`config.mk`:
```
export PLATFORM = sky130hd
export DESIGN_NAME = scan_master_flat
export DESIGN_NICKNAME = d
export VERILOG_FILES = /design/src/rtl/scan_master_if.sv /design/src/rtl/scan_master.sv /design/src/flat_wrapper.sv
export SDC_FILE = /design/constraint.sdc
export NUM_CORES = 1
export LEC_CHECK = 0
export CORE_MARGIN = 2
export CORE_UTILIZATION = 35
export DETAILED_ROUTE_END_ITERATION = 12
export DONT_BUFFER_PORTS = 1
export PLACE_DENSITY = 0.46
export SLEW_MARGIN = 5
export SYNTH_ARGS = -nofsm -noshare
export SYNTH_HDL_FRONTEND = slang
export SYNTH_SLANG_ARGS = --single-unit
```
`constraint.sdc`:
```
create_clock -name clk -period 4.2 [get_ports clk]
set_input_delay 0.84 -clock clk [delete_from_list [all_inputs] [get_ports clk]]
set_output_delay 0.84 -clock clk [all_outputs]
set_load 0.02 [all_outputs]
```
`src/rtl/scan_master_if.sv`:
```
// scan_master_if: bundles the host-side transaction handshake and the scan-pad
// signals of scan_master.
//   Host side : start, tx_data, do_load_chip, do_load_chain, [cmd_id] -> master
//               busy, done, rx_data                                  <- master
//   Pad side  : scan_phi, scan_phi_bar, scan_data_in, scan_load_chip,
//               scan_load_chain, scan_id                             <- master
//               scan_data_out                                        -> master
// Optional feature macro: SCAN_MASTER_ID_EN (adds cmd_id).
interface scan_master_if #(
  parameter int unsigned CHAIN_LEN = 64
);
  logic                 start;
  logic [CHAIN_LEN-1:0] tx_data;
  logic                 do_load_chip;
  logic                 do_load_chain;
  logic                 busy;
  logic                 done;
  logic [CHAIN_LEN-1:0] rx_data;
  logic                 scan_phi;
  logic                 scan_phi_bar;
  logic                 scan_data_in;
  logic                 scan_data_out;
  logic                 scan_load_chip;
  logic                 scan_load_chain;
  logic                 scan_id;
`ifdef SCAN_MASTER_ID_EN
  logic                 cmd_id;

  modport master (
    input  start, tx_data, do_load_chip, do_load_chain, cmd_id, scan_data_out,
    output busy, done, rx_data, scan_phi, scan_phi_bar, scan_data_in,
           scan_load_chip, scan_load_chain, scan_id
  );

  modport slave (
    output start, tx_data, do_load_chip, do_load_chain, cmd_id, scan_data_out,
    input  busy, done, rx_data, scan_phi, scan_phi_bar, scan_data_in,
           scan_load_chip, scan_load_chain, scan_id
  );
`else
  modport master (
    input  start, tx_data, do_load_chip, do_load_chain, scan_data_out,
    output busy, done, rx_data, scan_phi, scan_phi_bar, scan_data_in,
           scan_load_chip, scan_load_chain, scan_id
  );

  modport slave (
    output start, tx_data, do_load_chip, do_load_chain, scan_data_out,
    input  busy, done, rx_data, scan_phi, scan_phi_bar, scan_data_in,
           scan_load_chip, scan_load_chain, scan_id
  );
`endif
endinterface

```
`src/rtl/scan_master.sv`:
```
// scan_master: shifts a CHAIN_LEN-bit word MSB first into a scan chain using
// two-phase non-overlapping scan clocks, captures the chain's serial output,
// and optionally strobes chip/chain load pulses afterwards.
// Ports:
//   clk, rst_n : system clock, asynchronous active-low reset
//   bus        : scan_master_if.master (host handshake + scan pads)
// Optional feature macro: SCAN_MASTER_ID_EN -- latches cmd_id at accept and
// drives it on scan_id for the whole transaction; otherwise scan_id is 0.
module scan_master #(
  parameter int unsigned CHAIN_LEN = 64,
  parameter int unsigned PHASE_CYC = 2,
  parameter int unsigned GAP_CYC   = 1
) (
  input logic           clk,
  input logic           rst_n,
  scan_master_if.master bus
);

  localparam int unsigned CNT_MAX = (PHASE_CYC > GAP_CYC) ? PHASE_CYC : GAP_CYC;
  localparam int unsigned CNT_W   = (CNT_MAX > 1) ? $clog2(CNT_MAX) : 1;
  localparam int unsigned BIT_W   = (CHAIN_LEN > 1) ? $clog2(CHAIN_LEN) : 1;

  localparam logic [CNT_W-1:0] PH_LAST  = CNT_W'(PHASE_CYC - 1);
  localparam logic [CNT_W-1:0] GAP_LAST = CNT_W'(GAP_CYC - 1);
  localparam logic [BIT_W-1:0] BIT_LAST = BIT_W'(CHAIN_LEN - 1);

  typedef enum logic [3:0] {
    S_IDLE, S_PHI, S_GAP_A, S_PHIB, S_GAP_B,
    S_LOAD_CHIP, S_GAP_C, S_LOAD_CHAIN, S_DONE
  } state_e;

  state_e               state_q, state_d;
  logic [CNT_W-1:0]     cnt_q, cnt_d;
  logic [BIT_W-1:0]     bit_q, bit_d;
  logic [CHAIN_LEN-1:0] tx_q, tx_d;
  logic [CHAIN_LEN-1:0] rxsh_q, rxsh_d;
  logic [CHAIN_LEN-1:0] rx_q, rx_d;
  logic                 ld_chip_q, ld_chip_d;
  logic                 ld_chain_q, ld_chain_d;
  logic                 busy_q, busy_d;
  logic                 done_q, done_d;
  logic                 phi_q, phi_d;
  logic                 phib_q, phib_d;
  logic                 din_q, din_d;
  logic                 lchip_q, lchip_d;
  logic                 lchain_q, lchain_d;
  logic                 enter_phi;
`ifdef SCAN_MASTER_ID_EN
  logic                 id_q, id_d;
  logic                 sid_q, sid_d;
`endif

  // Next-state, datapath and registered-output computation
  always_comb begin
    state_d    = state_q;
    cnt_d      = cnt_q + CNT_W'(1);
    bit_d      = bit_q;
    tx_d       = tx_q;
    rxsh_d     = rxsh_q;
    rx_d       = rx_q;
    ld_chip_d  = ld_chip_q;
    ld_chain_d = ld_chain_q;
    din_d      = din_q;
    enter_phi  = 1'b0;
`ifdef SCAN_MASTER_ID_EN
    id_d       = id_q;
`endif

    unique case (state_q)
      S_IDLE: begin
        cnt_d = '0;
        if (bus.start) begin
          state_d    = S_PHI;
          tx_d       = bus.tx_data;
          ld_chip_d  = bus.do_load_chip;
          ld_chain_d = bus.do_load_chain;
          bit_d      = '0;
          enter_phi  = 1'b1;
`ifdef SCAN_MASTER_ID_EN
          id_d       = bus.cmd_id;
`endif
        end
      end
      S_PHI: if (cnt_q == PH_LAST) begin
        state_d = S_GAP_A;
        cnt_d   = '0;
      end
      S_GAP_A: if (cnt_q == GAP_LAST) begin
        state_d = S_PHIB;
        cnt_d   = '0;
      end
      S_PHIB: if (cnt_q == PH_LAST) begin
        state_d = S_GAP_B;
        cnt_d   = '0;
      end
      S_GAP_B: if (cnt_q == GAP_LAST) begin
        cnt_d = '0;
        if (bit_q == BIT_LAST) begin
          din_d = 1'b0;
          if (ld_chip_q)       state_d = S_LOAD_CHIP;
          else if (ld_chain_q) state_d = S_LOAD_CHAIN;
          else                 state_d = S_DONE;
        end else begin
          bit_d     = bit_q + BIT_W'(1);
          state_d   = S_PHI;
          enter_phi = 1'b1;
        end
      end
      S_LOAD_CHIP: if (cnt_q == PH_LAST) begin
        state_d = S_GAP_C;
        cnt_d   = '0;
      end
      S_GAP_C: if (cnt_q == GAP_LAST) begin
        state_d = ld_chain_q ? S_LOAD_CHAIN : S_DONE;
        cnt_d   = '0;
      end
      S_LOAD_CHAIN: if (cnt_q == PH_LAST) begin
        state_d = S_DONE;
        cnt_d   = '0;
      end
      S_DONE: begin
        state_d = S_IDLE;
        cnt_d   = '0;
      end
      default: begin
        state_d = S_IDLE;
        cnt_d   = '0;
      end
    endcase

    // Each PHI entry edge presents the next MSB and captures the chain output
    if (enter_phi) begin
      din_d  = tx_d[CHAIN_LEN-1];
      tx_d   = tx_d << 1;
      rxsh_d = CHAIN_LEN'({rxsh_q, bus.scan_data_out});
    end

    // Captured word becomes visible only in the DONE cycle
    if ((state_d == S_DONE) && (state_q != S_DONE)) rx_d = rxsh_q;

    busy_d   = (state_d != S_IDLE);
    done_d   = (state_d == S_DONE);
    phi_d    = (state_d == S_PHI);
    phib_d   = (state_d == S_PHIB);
    lchip_d  = (state_d == S_LOAD_CHIP);
    lchain_d = (state_d == S_LOAD_CHAIN);
`ifdef SCAN_MASTER_ID_EN
    sid_d    = id_d & (state_d != S_IDLE);
`endif
  end

  // State and output registers
  always_ff @(posedge clk or negedge rst_n) begin
    if (!rst_n) begin
      state_q    <= S_IDLE;
      cnt_q      <= '0;
      bit_q      <= '0;
      tx_q       <= '0;
      rxsh_q     <= '0;
      rx_q       <= '0;
      ld_chip_q  <= 1'b0;
      ld_chain_q <= 1'b0;
      busy_q     <= 1'b0;
      done_q     <= 1'b0;
      phi_q      <= 1'b0;
      phib_q     <= 1'b0;
      din_q      <= 1'b0;
      lchip_q    <= 1'b0;
      lchain_q   <= 1'b0;
`ifdef SCAN_MASTER_ID_EN
      id_q       <= 1'b0;
      sid_q      <= 1'b0;
`endif
    end else begin
      state_q    <= state_d;
      cnt_q      <= cnt_d;
      bit_q      <= bit_d;
      tx_q       <= tx_d;
      rxsh_q     <= rxsh_d;
      rx_q       <= rx_d;
      ld_chip_q  <= ld_chip_d;
      ld_chain_q <= ld_chain_d;
      busy_q     <= busy_d;
      done_q     <= done_d;
      phi_q      <= phi_d;
      phib_q     <= phib_d;
      din_q      <= din_d;
      lchip_q    <= lchip_d;
      lchain_q   <= lchain_d;
`ifdef SCAN_MASTER_ID_EN
      id_q       <= id_d;
      sid_q      <= sid_d;
`endif
    end
  end

  assign bus.busy            = busy_q;
  assign bus.done            = done_q;
  assign bus.rx_data         = rx_q;
  assign bus.scan_phi        = phi_q;
  assign bus.scan_phi_bar    = phib_q;
  assign bus.scan_data_in    = din_q;
  assign bus.scan_load_chip  = lchip_q;
  assign bus.scan_load_chain = lchain_q;
`ifdef SCAN_MASTER_ID_EN
  assign bus.scan_id         = sid_q;
`else
  assign bus.scan_id         = 1'b0;
`endif

endmodule

```
`src/flat_wrapper.sv`:
```
// flat-port wrapper written by rule: the top's interface ports become plain ports
module scan_master_flat 
#(
  parameter int unsigned CHAIN_LEN = 64,
  parameter int unsigned PHASE_CYC = 2,
  parameter int unsigned GAP_CYC   = 1
)
  (clk, rst_n, bus_start, bus_tx_data, bus_do_load_chip, bus_do_load_chain, bus_scan_data_out, bus_busy, bus_done, bus_rx_data, bus_scan_phi, bus_scan_phi_bar, bus_scan_data_in, bus_scan_load_chip, bus_scan_load_chain, bus_scan_id);
  scan_master_if #(.CHAIN_LEN(CHAIN_LEN)) bus_i ();
  input logic clk;
  input logic rst_n;
  input wire logic [$bits(bus_i.start)-1:0] bus_start;
  input wire logic [$bits(bus_i.tx_data)-1:0] bus_tx_data;
  input wire logic [$bits(bus_i.do_load_chip)-1:0] bus_do_load_chip;
  input wire logic [$bits(bus_i.do_load_chain)-1:0] bus_do_load_chain;
  input wire logic [$bits(bus_i.scan_data_out)-1:0] bus_scan_data_out;
  output wire logic [$bits(bus_i.busy)-1:0] bus_busy;
  output wire logic [$bits(bus_i.done)-1:0] bus_done;
  output wire logic [$bits(bus_i.rx_data)-1:0] bus_rx_data;
  output wire logic [$bits(bus_i.scan_phi)-1:0] bus_scan_phi;
  output wire logic [$bits(bus_i.scan_phi_bar)-1:0] bus_scan_phi_bar;
  output wire logic [$bits(bus_i.scan_data_in)-1:0] bus_scan_data_in;
  output wire logic [$bits(bus_i.scan_load_chip)-1:0] bus_scan_load_chip;
  output wire logic [$bits(bus_i.scan_load_chain)-1:0] bus_scan_load_chain;
  output wire logic [$bits(bus_i.scan_id)-1:0] bus_scan_id;
  assign bus_i.start = bus_start;
  assign bus_i.tx_data = bus_tx_data;
  assign bus_i.do_load_chip = bus_do_load_chip;
  assign bus_i.do_load_chain = bus_do_load_chain;
  assign bus_i.scan_data_out = bus_scan_data_out;
  assign bus_busy = bus_i.busy;
  assign bus_done = bus_i.done;
  assign bus_rx_data = bus_i.rx_data;
  assign bus_scan_phi = bus_i.scan_phi;
  assign bus_scan_phi_bar = bus_i.scan_phi_bar;
  assign bus_scan_data_in = bus_i.scan_data_in;
  assign bus_scan_load_chip = bus_i.scan_load_chip;
  assign bus_scan_load_chain = bus_i.scan_load_chain;
  assign bus_scan_id = bus_i.scan_id;
  scan_master #(.CHAIN_LEN(CHAIN_LEN), .PHASE_CYC(PHASE_CYC), .GAP_CYC(GAP_CYC)) u_core (.clk(clk), .rst_n(rst_n), .bus(bus_i));
endmodule
```
==> results.yml <==
outcome:
  status: "finished clean"
critical_path:
  crit_start: "u_core.cnt_q"
  cp_slowest_cell: "buf_4"
  cpLargestDelayFamily: "buffers and inverters"
  cp_cell_sequence: "or4b_4 -> a311oi_4 -> buf_4 -> o21ai_0 -> xor2_1 -> nor2_1"
  worstPathRequired_ns: 4.63
  cp-end-kind: "flip-flop"
  cp_max_fo: 68
  reg2regPathDepth: 6
  cp_num_cells: 6
  rr_startpoint: "u_core.cnt_q"
  start_kind: "flip-flop"
  path_buf_inv: 1
  critPathMaxStageDelay_ns: 0.88
  path_class: "flip-flop to flip-flop"
  worst_ep_arrival_time_ns: 3.34
clocking:
  cts_buffers: 24
  clk_path_buf_depth: 3
  clk_latency_ns: 0.50
  ctsResizeCount: 0
  h-tree-depth: 1
  cts_tree: "yes"
  post_cts.repair.setup_buffers: 0
  hold_buffers: 0
  cts.clk_slew.worst_paths_ns: 0.06
  clock-sinks: 212
  cts_root_buffer: "clkbuf_16"
global_route:
  grt_start_max_net_pins: 213
  grt.overflow.total: 0
  track_usage_pct: 13.1
  grt_pass1_vias: 5419
  grt_pass1_wl_mm: 28.6
  antenna_found_initial: 0
route:
  ant_nets: 0
  met2WireLength_mm: 7.94
  dr.pass1.iters: 5
  drcViolationCount: 0
  vias_per_cell: 4.80
  vias: 5281
  wl_met1_mm: 7.66
  drt-initial-drc-count: 309
  met3WireLength_mm: 1.25
  wl_per_cell_um: 15.7
  wirelength_mm: 17.2
  top_layer: "met4"
power:
  p_per_area_nw_per_um2: 424
  p_sw_mw: 0.796
  p_int_mw: 3.35
  irDropWorstVdd_mv: 0.252
  seqPwrFrac_pct: 49.4
  power_frac_clock_pct: 50.5
  swShare_pct: 19.2
  power_leakage_nw: 4.46
  combPwrFrac_pct: 0.1
yosys:
  syn-cell-area_sq_um: 8760
  synth_seq_cells: 212
  synth.top_cells.by_area: "dfrtp_1 61%, nand2_1 11%, mux2i_1 7.2%"
  synth-edff-count: 0
  synthArstFlopShare_pct: 100
  synth-main-ff-cell: "dfrtp_1"
  syn_inst: 777
  syn-num-nets: 848
  ys_types: 39
  synth-seq-area-share_pct: 60.6
  syn_area_per_cell_sq_um: 11.3
  yosysWarnings: 0
  yosys.area.top_type: "dfrtp_1"
  yosys.area.top_type_share_pct: 60.6
final_layout:
  ff_latch_area_sq_um: 5310
  final_nets: 832
  antenna_cells: 0
  fillerInstances: 2366
  final_common_cell: "nand2_1"
  final_cell_mix: "262 x nand2_1, 212 x dfrtp_1, 63 x mux2i_1"
  area_delta_synth_final_pct: 11.6
  multi_input_area_sq_um: 3200
  drive_gt1_share_pct: 15.2
  finalInstanceArea_sq_um: 9780
sta:
  drv_slew: 0
  fmax_ghz: 0.344
  min_period_over_period_pct: 69.3
  hold_viol: 0
  finalSetupTns_ns: 0
  slew-limit-headroom_pct: 29.0
  grt_setup_unrepaired: "no"
  skew_ns: 0.0108
  worst_slew_pin_slew_ns: 1.07
  setup_viol: 0
  min_period_ns: 2.91
job:
  max-cap-violations: 0
placed_design:
  gp_congestion: 0.709
  dpl-instance-area_sq_um: 8970
  dp_hpwl_mm: 10.7
  port_buffers: 0
worst_hold_path:
  min_path_type: "input port to async pin"
die:
  fp.coreArea_sq_um: 24500
  die_h_um: 162
  rows: 57
  ioPinCount: 142
  die-area_sq_um: 26300
  initial_core_util_pct: 35.8
  die_w_um: 162
-- worst reg2reg max path: cells and delay by family, from the launching register on --
family	cells	cell delay [ns]
flip-flops	1	0.47
buffers and inverters	1	0.88
XOR/XNOR	1	0.19
AO/OA/AOI/OAI	2	0.61
AND/OR/NAND/NOR	2	0.71
-- sequential cells by signal (all words and copies together) (netlist names), 4 cells and up --
signal / cells
u_core.tx_q: 64
u_core.state_q: 4
u_core.bit_q: 6
u_core.rxsh_q: 64
u_core.bus.rx_data: 64
-- cell usage after synthesis, types with 2 or more instances --
library cell and count:
nand2_1 262, dfrtp_1 212, mux2i_1 63, o21ai_0 53, mux2_2 40, mux2_4 27, clkbuf_1 21, o21ai_1 17
buf_2 13, buf_6 8, inv_1 7, nor2_1 7, a21oi_1 5, buf_4 5, nand3_1 3, nor3_1 3
nor4b_1 3, or3_1 3, xor2_1 3, and2_1 2, o21a_1 2
-- power by group through the flow --
stage	clock network [mW]	registers, mW	logic, mW
3_5_place_dp	0	2.09	0.00497
6_report	2.09	2.05	0.00478
2_1_floorplan	0	2.09	0.00502
4_1_cts	2.17	2.05	0.00488
5_1_grt	2.25	2.05	0.00575
3_3_place_gp	0	2.09	0.00451
-- final cells by class --
cell class,count,share of cell area (%)
well taps,324,4.15
repair buffers,5,0.384
clock buffers,33,7.32
flip-flops and latches,212,54.3
inverters,7,0.269
clock inverters,8,0.922
multi-input cells,511,32.7
-- worst paths after layout --
check,end,slack (ns)
setup reg to reg,u_core.bit_q[2],1.29
setup / recovery,u_core.bit_q[2],1.29
max in group asynchronous,u_core.rxsh_q[52],3.79
hold / removal,u_core.tx_q[47],0.04
min in group clk,u_core.rxsh_q[0],0.46
hold reg to reg,u_core.rxsh_q[63],0.49
-- layer usage --
metal | up-vias | GRT usage (%)
met5 | - | 0
met2 | 119 | 20.8
met4 | 0 | 3.58
met3 | 27 | 4.21
li1 | 2539 | -
met1 | 2596 | 17.4
-- cells by family after synthesis --
group | after synthesis | synth area share [%]
other | 1 | 0.0428
AND/OR/NAND/NOR | 291 | 13.4
AO/OA/AOI/OAI | 85 | 5.20
buffers and inverters | 54 | 3.40
flip-flops | 212 | 60.6
multiplexers | 130 | 17.0
XOR/XNOR | 3 | 0.300
adder cells (fa/ha/maj) | 1 | 0.143
-- stage by stage --
step	std cells	utilization, %	hold slack (ns)	power (mW)	setup WS, ns
floorplan	777	-	0.435	2.09	1.96
global placement	1059	36.7	0.455	2.09	1.30
detailed placement	1059	36.7	0.479	2.09	1.28
CTS	1100	40.0	0.00940	4.23	1.26
global route	1100	40.0	0.0109	4.31	1.06
finish	1100	40.0	0.0417	4.15	1.29
(Power assumes the default switching activity.)
